--- config.mk ---
export PLATFORM = sky130hd
export DESIGN_NAME = pipe_stage_reg
export DESIGN_NICKNAME = d
export VERILOG_FILES = /design/src/rtl/pipe_stage_reg.sv
export SDC_FILE = /design/constraint.sdc
export NUM_CORES = 1
export LEC_CHECK = 0
export CAP_MARGIN = 30
export CORE_MARGIN = 8
export CORE_UTILIZATION = 51
export CTS_CLUSTER_SIZE = 24
export DETAILED_ROUTE_END_ITERATION = 12
export GPL_TIMING_DRIVEN = 1
export PLACE_DENSITY = 0.8
export SKIP_LAST_GASP = 1
export SLEW_MARGIN = 30
export SYNTH_ARGS = -nofsm -noshare
export SYNTH_HDL_FRONTEND = slang
export SYNTH_SLANG_ARGS = --single-unit
--- constraint.sdc ---
create_clock -name clk -period 3 [get_ports clk]
set_clock_uncertainty 0.15 [all_clocks]
set_input_delay 0.3 -clock clk [delete_from_list [all_inputs] [get_ports clk]]
set_output_delay 0.3 -clock clk [all_outputs]
set_load 0.005 [all_outputs]
--- src/rtl/pipe_stage_reg.sv ---
// Valid/ready pipeline stage register with a 2-entry skid buffer, a registered
// in_ready and a synchronous flush. Optional stall counter: PIPE_STAGE_STALL_CNT_EN.
`timescale 1ns/1ps

module pipe_stage_reg #(
  parameter int unsigned           WIDTH     = 32,
  parameter logic [WIDTH-1:0]      RST_VALUE = '0
) (
  input  logic             clk,
  input  logic             rst,
  input  logic             flush,
  input  logic             in_valid,
  output logic             in_ready,
  input  logic [WIDTH-1:0] in_data,
  output logic             out_valid,
  input  logic             out_ready,
  output logic [WIDTH-1:0] out_data
`ifdef PIPE_STAGE_STALL_CNT_EN
  ,
  output logic [15:0]      stall_cnt
`endif
);

  // Encoding is {main_v, skid_v}; 2'b01 has no name and must never occur.
  typedef enum logic [1:0] {
    EMPTY = 2'b00,
    FULL  = 2'b10,
    SKID  = 2'b11
  } state_t;

  state_t           state;
  logic [WIDTH-1:0] main_data;
  logic [WIDTH-1:0] skid_data;
  logic             main_v;
  logic             skid_v;
  logic             acc;
  logic             drn;

  assign main_v    = state[1];
  assign skid_v    = state[0];
  assign acc       = in_valid & in_ready;
  assign drn       = main_v & out_ready;
  assign out_valid = main_v;
  assign out_data  = main_v ? main_data : RST_VALUE;

  // in_ready is written alongside the state so it always equals !(state == SKID).
  always_ff @(posedge clk or negedge rst) begin
    if (!rst) begin
      state     <= EMPTY;
      in_ready  <= 1'b1;
      main_data <= RST_VALUE;
      skid_data <= RST_VALUE;
    end else if (flush) begin
      state     <= EMPTY;
      in_ready  <= 1'b1;
      main_data <= RST_VALUE;
    end else begin
      case (state)
        EMPTY: begin
          if (acc) begin
            main_data <= in_data;
            state     <= FULL;
          end
        end
        FULL: begin
          if (acc && drn) begin
            main_data <= in_data;
          end else if (acc) begin
            skid_data <= in_data;
            state     <= SKID;
            in_ready  <= 1'b0;
          end else if (drn) begin
            state     <= EMPTY;
          end
        end
        SKID: begin
          if (drn) begin
            main_data <= skid_data;
            state     <= FULL;
            in_ready  <= 1'b1;
          end
        end
        default: begin
          state    <= EMPTY;
          in_ready <= 1'b1;
        end
      endcase
    end
  end

`ifdef PIPE_STAGE_STALL_CNT_EN
  always_ff @(posedge clk or negedge rst) begin
    if (!rst) begin
      stall_cnt <= 16'h0000;
    end else if (flush) begin
      stall_cnt <= 16'h0000;
    end else if (out_valid && !out_ready && stall_cnt != 16'hFFFF) begin
      stall_cnt <= stall_cnt + 16'h0001;
    end
  end
`endif

  a_no_orphan_skid : assert property (@(posedge clk) disable iff (!rst) !(skid_v && !main_v));

endmodule

-- Word level (Yosys, flattened, before mapping)
Cells that the tools add are included.
- reduce and logical (&&, ||, !) cells: 7
- bitwise gates (word level): 4
- equal/unequal tests: 9
- muxes and demuxes: 18
- operator list (cell ; count):
    two-way mux 32 bit ; 5
    one-hot mux 32 bit (3 select lines) ; 1
    AND reduction 4 bit ; 4
    inequality test 3 bit, second input constant ; 5
    two-way mux 2 bit ; 6
    one-hot mux 2 bit (3 select lines) ; 1
    == test 2 bit, second input constant ; 2
    two-way mux 1 bit ; 4
    inequality test 4 bit, second input constant ; 1
    nonzero test 4 bit ; 1
    one-hot mux 1 bit (3 select lines) ; 1
    bitwise AND 1 bit ; 2
    zero test 2 bit ; 1
    inequality test 2 bit, second input constant ; 1
    NOT 1 bit ; 2
    logical AND 1 bit ; 1
- input bits: 37
- output and inout bits: 34
- register bits after elaboration: 67
- logic and storage cells: 42

-- Depth between registers and ports, before layout
Gate-level depths: netlist of run 1.
- word-level depth: 6
- depth in mapped cells: 8
- mapped depth without buffers: 6

-- Worst setup path after synthesis of run 1
Ideal clock, no wire load.
- kind: register -> register
- start: reg state[1]
- end: reg main_data[0]
- path slack: 0.838 ns
- library setup time: 0.150 ns
- path buffers: 2
- arrival time: 1.862 ns
- stages on the path, launching flop included: 8
- period minus slack after synthesis: 2.162 ns
- data required time: 2.700 ns
- cells stage by stage: dfrtp_1 -> buf_2 -> inv_1 -> ha_1 -> or3b_4 -> o32ai_4 -> buf_4 -> a211oi_2
- longest elaborated chain between the ends: 4
- elaborated cells between the ends (all ways): 12
- classes of those cells: 5 x eq/ne; 2 x mux; 1 x bitwise; 4 x reduce/logical
- RTL lines (item ; RTL line ; RTL):
    from (decl) ; 31 ; state_t state;
    from (signal assigned) ; 49 ; state <= EMPTY;
    from (signal assigned) ; 54 ; state <= EMPTY;
    from (signal assigned) ; 62 ; state <= FULL;
    bitwise AND 1 bit ; 42 ; assign drn = main_v & out_ready;
    logical AND 1 bit ; 66 ; if (acc && drn) begin
    inequality test 3 bit (no line) ; - ;
    AND reduction 4 bit (no line) ; - ;
    to (signal assigned) ; 61 ; main_data <= in_data;
    to (signal assigned) ; 67 ; main_data <= in_data;
    to (signal assigned) ; 78 ; main_data <= skid_data;
    to (decl) ; 32 ; logic [WIDTH-1:0] main_data;
Several ways; a longest one is shown, not always the timed one.
A chain may end at the register's enable or synchronous reset.

-- Final worst setup path of run 1
- start: reg state[1]
- end: reg main_data[15]
The elaborated chain is that of the path after synthesis.

==> metrics, run 1 <==
Setup violations, final 0; total number of vias 2,350; Hold Startpoint flush; commonest non-fill, non-tap cell in the layout clkdlybuf4s50_1; crit-path cells inv_1 > ha_1 > or3b_4 > o32ai_4 > buf_4 > nor2_1 > a211oi_2; CP Data Required Time 3100 ps; hold_ws 310 ps; sequential share of the synthesized area 48.8%; RSZ-0062 raised after global routing false; diode count 0; first element of the critical path state[1]$_DFFE_PN0P_; HPWL Detailed 5260 um; Worst slew margin 49.9%; VDD IR max 374 uV; initial antenna violation count 0; Hold Crit Class in2reg; min cycle time layout 2440 ps; CP endpoint kind flop; Die X 98.1 um; Yosys top cell area share 48.1%; wire per inst 17.1 um; Lkg Pwr 0.00175 uW; routed wire length 7450 um; fraction of layout cells with a size suffix above 1 26.4%; Starting DRT DRC Count 77; cts repair resizes 0; worst-path maximum fanout 34; DRC Markers 0; Max clock buf depth 2; Crit path largest cell delay 500 ps; Arr. time, crit path 2540 ps; # Max-Cap Violations 0; CTS tree built; Distinct cells, synth 28; post-synthesis cell area 0.00344 mm^2; hold_buf cts 1; routability congestion estimate from global placement 0.834; die area 0.00962 mm^2; H-tree depth 3; Synthesis Warnings 0; total CTS buffers 9; Reg clk slew, reported paths 70 ps; Setup CP Type reg2reg; Worst-Margin Slew 751 ps; die height 98.1 um; CORE AREA 0.00664 mm^2; startpoint types flop; final hold vios 0; num rows 30; Worst path slowest cell dfrtp_1; Worst Reg2Reg Path Length in Cells 7; Initial Utilization 51.7%; largest net degree at the start of global routing 37; remaining antenna violation count 0; status complete, no violations; dominant cells by area after synthesis dfrtp_1 48%, mux2_2 11%, a211oi_2 10%, mux2i_1 9.6%, and2_1 5.8%; Slew Viols, Final 0; Power Total 3730 uW; vias in the first global route 2,500; commonest cells after routing, fill and taps aside 68 x clkdlybuf4s50_1, 66 x dfrtp_1, 35 x nor2_1, 33 x mux2i_1, 33 x mux2_2; CTS Sinks 67; worst hold stages 2; Yosys top cell by area dfrtp_1; Mapped Nets 322; Pwr Density 845 mW/mm^2; All-Layer GR Usage 15.9%; worst-skew pair later-pin latency 340 ps; Setup Buffers After CTS 0; first-pass GRT wire length 12,300 um; Final Cycle Share 81.3%; register bit count reported by yosys 67; Vias/cell 5.39; Post-Synthesis Cells 280; drt first pass iters 4; max frequency 0.410 GHz; r2r startpoint state[1]$_DFFE_PN0P_; Root Driver clkbuf_8; setup TNS 0 ps; syn_area_per_cell 12.3 um^2; Overflow after GRT 0; PortBufs 70; I/O pin count 71; synthesis-to-finish area growth 28.4%; fin nets 393
[critical path, delay by kind of cell, from the launching register on]
| kind | cells | cell delay, ps |
|---|---|---|
| buffers and inverters | 2 | 560 |
| and+or+nand+nor | 2 | 510 |
| DFF | 1 | 500 |
| AOI/OAI and AO/OA | 2 | 350 |
| adders and majority gates | 1 | 250 |
[logic make-up (layout without fill, tap and decap cells)]
family | count (synthesis) | count (layout) | synth area share [%]
adder cells (fa/ha/maj) | 5 | 5 | 1.82
flip-flops | 67 | 67 | 48.8
AND/OR/NAND/NOR | 75 | 75 | 11.1
multiplexers | 66 | 66 | 20.4
buffers and inverters | 24 | 100 | 3.79
AO/OA/AOI/OAI | 43 | 43 | 14.1
[flip-flops by register name, indices dropped and copies added (netlist names)]
| register | cells |
|---|---|
| in_ready | 1 |
| main_data | 32 |
| state | 2 |
| skid_data | 32 |
[cell type report]
type / instances / area (um^2)
Sequential cell: 67 / 1680
Clock inverter: 6 / 65.1
Tap cell: 80 / 100
Timing Repair Buffer: 81 / 788
Fill cell: 502 / 2230
Multi-Input combinational cell: 189 / 1640
Inverter: 3 / 11.3
Clock buffer: 10 / 128
[where the power goes]
group	switching [uW]	internal, uW
Sequential	223	1300
Combinational	699	778
Clock	346	385
Total	1270	2460
[per-stage QoR]
stage	setup slack, ps	instance area (um^2)	instances	util [%]
6_report	561	4410	436	66.4
4_1_cts	544	4410	436	66.4
3_3_place_gp	685	4210	419	63.4
2_1_floorplan	838	3440	280	-
5_1_grt	383	4410	436	66.4
3_5_place_dp	521	4210	419	63.4
[worst paths after layout]
path | end | slack [ps]
min | main_data[25]$_DFFE_PN0P_ | 310
min in group asynchronous | skid_data[24]$_DFFE_PN0P_ | 410
max in group asynchronous | in_ready$_DFFE_PN1P_ | 1580
max reg2reg | main_data[15]$_DFFE_PN0P_ | 560
max | main_data[15]$_DFFE_PN0P_ | 560
min reg2reg | skid_data[14]$_DFFE_PN0P_ | 360
[synthesized netlist by cell type]
| cell | count |
|---|---|
| clkbuf_1 | 9 |
| inv_1 | 3 |
| a211oi_2 | 28 |
| nor2_1 | 35 |
| mux2i_1 | 33 |
| a2111oi_0 | 1 |
| nand3_1 | 1 |
| dfstp_2 | 1 |
| o32ai_4 | 1 |
| mux2_2 | 33 |
| o21bai_1 | 2 |
| buf_1 | 1 |
| and2_1 | 32 |
| nand4b_1 | 1 |
| a21bo_2 | 1 |
| buf_2 | 5 |
| nand2b_1 | 2 |
| a21oi_1 | 3 |
| buf_6 | 3 |
| a211oi_1 | 4 |
| a2bb2oi_1 | 1 |
| a211o_1 | 1 |
| dfrtp_1 | 66 |
| o32ai_1 | 1 |
| or3b_4 | 1 |
| buf_4 | 3 |
| nand2_1 | 3 |
| ha_1 | 5 |
[metal layers]
metal / share of wire (%) / GRT usage [%]
met4: 0.94 / 7.07
met1: 46 / 20.1
met2: 47 / 24.6
met5: 0 / 0
met3: 5.5 / 4.91
Power figures use the tool's default switching activity.
==> run 2, diff against run 1 <==
==> constraint.sdc (replaced) <==
create_clock -name clk -period 2.4 [get_ports clk]
set_clock_uncertainty 0.15 [all_clocks]
set_input_delay 0.24 -clock clk [delete_from_list [all_inputs] [get_ports clk]]
set_output_delay 0.24 -clock clk [all_outputs]
set_load 0.005 [all_outputs]
==> run 2 against run 1 <==
  * Flip-flop and latch count unchanged
  * Largest cell class unchanged
  * First-iteration DRC count increased by 10%
  * Clock-buffer cell count rose by 1
  * Combinational power is 41% higher
  * Critical path type unchanged
  * Highest routed layer unchanged
  * Final area rose by 3.1%
  * Total power rose by 33%
  * Sequential share of layout area is 1.2 points lower
  * Global-route usage grew 0.88 points
  * Register-to-register slack lost 420 ps
  * Routed wire length is 8.1% higher
  * Non-clock buffer count grew 8
  * Fmax up 7.9%
==> metrics, run 2 (synthesis gave the netlist of run 1 again) <==
top flop regs main_data x32, skid_data x32, state x2; Initial Utilization 51.7% (unchanged); Hold Crit Class in2reg; diode count 0 (unchanged); routability congestion estimate from global placement 0.811 (-2.8%); PortBufs 70 (unchanged); DRC Markers 0 (unchanged); design area 0.00455 mm^2 (+3.1%); Die X 98.1 um (unchanged); Setup CP Type reg2reg; Pwr Density 1090 mW/mm^2 (+29%); routed wire length 8050 um (+8.1%); drt first pass iters 4 (unchanged); Worst slew margin 58.8% (+8.8 points); worst hold stages 2 (unchanged); Slew Viols, Final 0 (unchanged); Worst Reg2Reg Path Length in Cells 8 (+1); DP Area 0.00426 mm^2 (+1.1%); Power Total 4970 uW (+33%); vias in the first global route 2,535 (+1.4%); first-pass GRT wire length 12,900 um (+4.9%); fin util 68.5% (+2.1 points); initial antenna violation count 0 (unchanged); CTS tree built; largest net degree at the start of global routing 35 (-5.4%); I/O pin count 71 (unchanged); r2r startpoint state[1]$_DFFE_PN0P_; commonest non-fill, non-tap cell in the layout clkdlybuf4s50_1; CP Data Required Time 2490 ps (-610 ps); startpoint types flop; Hold Path Sink main_data[26]$_DFFE_PN0P_; Lkg Pwr 0.00182 uW (+4.0%); min cycle time layout 2260 ps (-179 ps); status complete, no violations; wire per inst 18.1 um (+6.1%); RSZ-0062 raised after global routing false; Worst-Margin Slew 619 ps (-133 ps); All-Layer GR Usage 16.8% (+0.88 points); total number of vias 2,440 (+3.8%); worst-path maximum fanout 17 (-50%); hold_ws 258 ps (-51.3 ps); Overflow after GRT 0 (unchanged); r2r endpoint main_data[4]$_DFFE_PN0P_; worst-skew pair later-pin latency 340 ps (about the same); die area 0.00962 mm^2 (unchanged); die height 98.1 um (unchanged); Arr. time, crit path 2350 ps (-190 ps); fraction of layout cells with a size suffix above 1 28.3% (+1.9 points); H-tree depth 3 (unchanged); HPWL Detailed 5370 um (+2.1%); max frequency 0.442 GHz (+7.9%); fin nets 401 (+2.0%); synthesis-to-finish area growth 32.4%; cts repair resizes 0 (unchanged); VDD IR max 573 uV (+53%); worst reg2reg setup slack 140 ps (-420 ps); CORE AREA 0.00664 mm^2 (unchanged); # Max-Cap Violations 0 (unchanged); Setup violations, final 0 (unchanged); Max clock buf depth 2 (unchanged); remaining antenna violation count 0 (unchanged); commonest cells after routing, fill and taps aside 68 x clkdlybuf4s50_1, 66 x dfrtp_1, 35 x nor2_1, 33 x mux2i_1, 33 x mux2_2; Root Driver clkbuf_8; first element of the critical path state[1]$_DFFE_PN0P_; total CTS buffers 9 (unchanged); CTS Sinks 67 (unchanged); Vias/cell 5.50 (+2.0%); Reg clk slew, reported paths 80 ps (about the same); final hold vios 0 (unchanged); num rows 30 (unchanged); setup TNS 0 ps (unchanged); CP endpoint kind flop; Starting DRT DRC Count 85 (+10%); Final Cycle Share 94.2% (+13 points); Hold Startpoint flush
-- run 2: repair_timing --
action | CTS | global route
hold buffers | 1 | 0
hold endpoints to repair | 25 | 0
endpoints found under the setup margin | 0 | 2
buffers inserted | 0 | 3
-- run 2: cell type report --
cell class | instances | area, um^2
clock buffers | 11 | 151
well taps | 80 | 100
multi-input cells | 189 | 1640
repair buffers | 89 | 908
fillers | 487 | 2090
inverters | 3 | 11.3
flip-flops and latches | 67 | 1680
clock inverters | 5 | 60.1
-- run 2: layer usage --
layer | up-vias | share of wire (%) | global-route usage [%]
li1 | 1140 | - | -
met1 | 1229 | 46 | 21.9
met2 | 63 | 48 | 26.1
met3 | 8 | 4.5 | 4.34
met4 | 0 | 1.0 | 6.59
met5 | - | 0 | 0
-- run 2: critical path, stage by stage, from the launching register on --
cell and delay, ps:
dfrtp_1 480, inv_1 140, ha_1 240, or3b_4 410, o32ai_4 140, buf_4 180
buf_12 140, nor2_1 60, a211oi_2 220
-- run 2: worst max path at each step --
stage	cells past startpoint	slack (ps)	endpoint
after floorplan	7	240	main_data[0]$_DFFE_PN0P_
after detailed placement	7	170	main_data[5]$_DFFE_PN0P_
after CTS	7	80	main_data[4]$_DFFE_PN0P_
after global routing	8	20	main_data[4]$_DFFE_PN0P_
final	8	140	main_data[4]$_DFFE_PN0P_
after global placement	7	220	main_data[15]$_DFFE_PN0P_
-- run 2: power by group --
part           internal, uW  switching (uW)
Combinational          1130             957
Sequential             1620             271
Clock                   540             446
-- run 2: through the flow --
| step | instances | worst slack (ps) |
|---|---|---|
| floorplan | 280 | 238 |
| global route | 444 | 24.0 |
| finish | 444 | 140 |
| CTS | 439 | 81.1 |
| global placement | 422 | 219 |
| detailed placement | 422 | 170 |
==> run 3, diff against run 2 <==
--- a/config.mk
+++ b/config.mk
@@ -10,7 +10,7 @@
 export CORE_UTILIZATION = 51
 export CTS_CLUSTER_SIZE = 24
 export DETAILED_ROUTE_END_ITERATION = 12
-export GPL_TIMING_DRIVEN = 1
+export GPL_TIMING_DRIVEN = 0
 export PLACE_DENSITY = 0.8
 export SKIP_LAST_GASP = 1
 export SLEW_MARGIN = 30
==> run 3 against run 2 <==
  * Die area unchanged
  * Combinational power about the same
  * Flip-flop and latch count unchanged
  * Via count up 0.98%
  * Critical path depth up 1
  * Final area fell by 0.25%
  * Sequential power about the same
  * Non-clock buffer count is 8 higher
  * Critical path type unchanged
==> metrics, run 3 (synthesis gave the netlist of run 1 again) <==
worst-skew pair later-pin latency 340 ps (about the same); wire per inst 17.5 um (-3.7%); Vias/cell 5.46 (-0.58%); Die X 98.1 um (unchanged); fin nets 409 (+2.0%); final hold vios 0 (unchanged); fillcell total 508 (+4.3%); Crit path largest cell delay 440 ps (-40 ps); startpoint types flop; Setup violations, final 0 (unchanged); routed wire length 7870 um (-2.2%); Worst slew margin 48.3% (-10 points); Overflow after GRT 0 (unchanged); CP Data Required Time 2500 ps (about the same); top flop regs main_data x32, skid_data x32, state x2; Hold Crit Class in2async; DRC Markers 0 (unchanged); min cycle time layout 2270 ps (+14.0 ps); PortBufs 70 (unchanged); Setup CP Type reg2reg; # Max-Cap Violations 0 (unchanged); Starting DRT DRC Count 54 (-36%); Lkg Pwr 0.00181 uW (-0.46%); status complete, no violations; worst-path maximum fanout 10 (-7); VDD IR max 538 uV (-6.0%); H-tree depth 3 (unchanged); commonest cells after routing, fill and taps aside 69 x clkdlybuf4s50_1, 65 x dfrtp_1, 35 x nor2_1, 33 x mux2i_1, 33 x mux2_2; num rows 30 (unchanged); vias in the first global route 2,702 (+6.6%); CTS Sinks 67 (unchanged); initial antenna violation count 0 (unchanged); RSZ-0062 raised after global routing false; Max clock buf depth 2 (unchanged); largest net degree at the start of global routing 36 (+2.9%); fraction of layout cells with a size suffix above 1 28.0% (-0.26 points); CORE AREA 0.00664 mm^2 (unchanged); I/O pin count 71 (unchanged); remaining antenna violation count 0 (unchanged); Placed Cells 431 (+2.1%); diode count 0 (unchanged); Final Cycle Share 94.8% (+0.59 points); die height 98.1 um (unchanged); All-Layer GR Usage 17.0% (+0.13 points); Power Total 4900 uW (-1.4%); CTS tree built; max frequency 0.440 GHz (-0.62%); Reg clk slew, reported paths 80 ps (about the same); Worst path slowest cell dfrtp_2; Pwr Density 1080 mW/mm^2 (-1.2%); HPWL Detailed 5400 um (+0.44%); Worst-Margin Slew 776 ps (+157 ps); CP endpoint kind flop; Root Driver clkbuf_8; first-pass GRT wire length 13,200 um (+1.9%); synthesis-to-finish area growth 32.1%; Arr. time, crit path 2370 ps (+20 ps); drt first pass iters 4 (unchanged); total number of vias 2,464 (+0.98%); crit-path cells buf_4 > inv_2 > ha_4 > or3b_4 > o32ai_4 > buf_12 > buf_6 > nor2_1 > a211oi_2; Slew Viols, Final 0 (unchanged); Initial Utilization 51.7% (unchanged); routability congestion estimate from global placement 0.799 (-1.4%); design area 0.00454 mm^2 (-0.25%); DP Area 0.00425 mm^2 (about the same); commonest non-fill, non-tap cell in the layout clkdlybuf4s50_1; total CTS buffers 9 (unchanged); final std cells w/o fill 451 (+1.6%); die area 0.00962 mm^2 (unchanged)
run 3: cell types whose count changed in the layout (fill, tap and decap cells not counted), sizes merged:
| cell | delta |
|---|---|
| clkbuf | +6 |
| buf | -1 |
| clkdlybuf4s50 | +1 |
| clkinv | +1 |
| clkinvlp | +1 |
| inv | -1 |
run 3: path summary, 6_finish.rpt:
| kind | end | from | cells after the start | slack [ps] |
|---|---|---|---|---|
| worst max-delay path | main_data[4]$_DFFE_PN0P_ | state[1]$_DFFE_PN0P_ | 9 | 130 |
| worst min-delay path | skid_data[14]$_DFFE_PN0P_ | rst | 2 | 240 |
| worst max register to register | main_data[4]$_DFFE_PN0P_ | state[1]$_DFFE_PN0P_ | 9 | 130 |
| worst min register to register | skid_data[10]$_DFFE_PN0P_ | skid_data[10]$_DFFE_PN0P_ | 1 | 360 |
| max in group asynchronous | in_ready$_DFFE_PN1P_ | rst | 3 | 1270 |
| min in group clk | skid_data[10]$_DFFE_PN0P_ | skid_data[10]$_DFFE_PN0P_ | 1 | 360 |
run 3: per-layer routing:
metal  vias to the layer above  global-route usage, %  routed length, um
li1                       1159                      -                  -
met1                      1239                   21.3               3680
met2                        55                   26.7               3700
met3                        11                   4.77                376
met4                         0                   7.31                119
met5                         -                      0                  0
run 3: report_power, final:
part	switching, uW	internal (uW)	leakage (uW)
sequential	254	1620	0.000847
clock	450	475	0.0000913
combinational	959	1130	0.000871
total	1660	3230	0.00181
run 3: timing repair:
action	4_1_cts	5_1_grt
buffers inserted	2	1
pin swaps	1	1
hold buffers	1	0
resized for setup	3	7
endpoints found under the hold margin	32	0
cloned	0	1
setup endpoints to repair	60	73
run 3: area by class of cell:
| type | count | area [um^2] | area share, % |
|---|---|---|---|
| Multi-Input combinational cell | 189 | 1640 | 36.2 |
| Inverter | 3 | 11.3 | 0.248 |
| Clock buffer | 9 | 124 | 2.73 |
| Timing Repair Buffer | 76 | 788 | 17.4 |
| Buffer | 21 | 125 | 2.76 |
| Clock inverter | 6 | 67.6 | 1.49 |
| Tap cell | 80 | 100 | 2.21 |
| Sequential cell | 67 | 1680 | 37.0 |
run 3: worst max-delay path, delay by kind of cell, from the launching register on:
| family | cells | cell delay [ps] |
|---|---|---|
| buffers and inverters | 4 | 580 |
| AND/OR/NAND/NOR | 2 | 460 |
| flip-flops | 1 | 440 |
| AO/OA/AOI/OAI | 2 | 400 |
| adder cells (fa/ha/maj) | 1 | 150 |
run 3: per-stage QoR:
step                util (%)  hold slack [ps]  setup slack (ps)  TNS (ps)
finish                  68.3              237               126         0
global route            68.3              277              21.1         0
CTS                     67.5              245              43.3         0
detailed placement      64.0             67.0              -234     -7330
global placement        63.8              339             -1370    -96720
floorplan                  -             -206               238         0
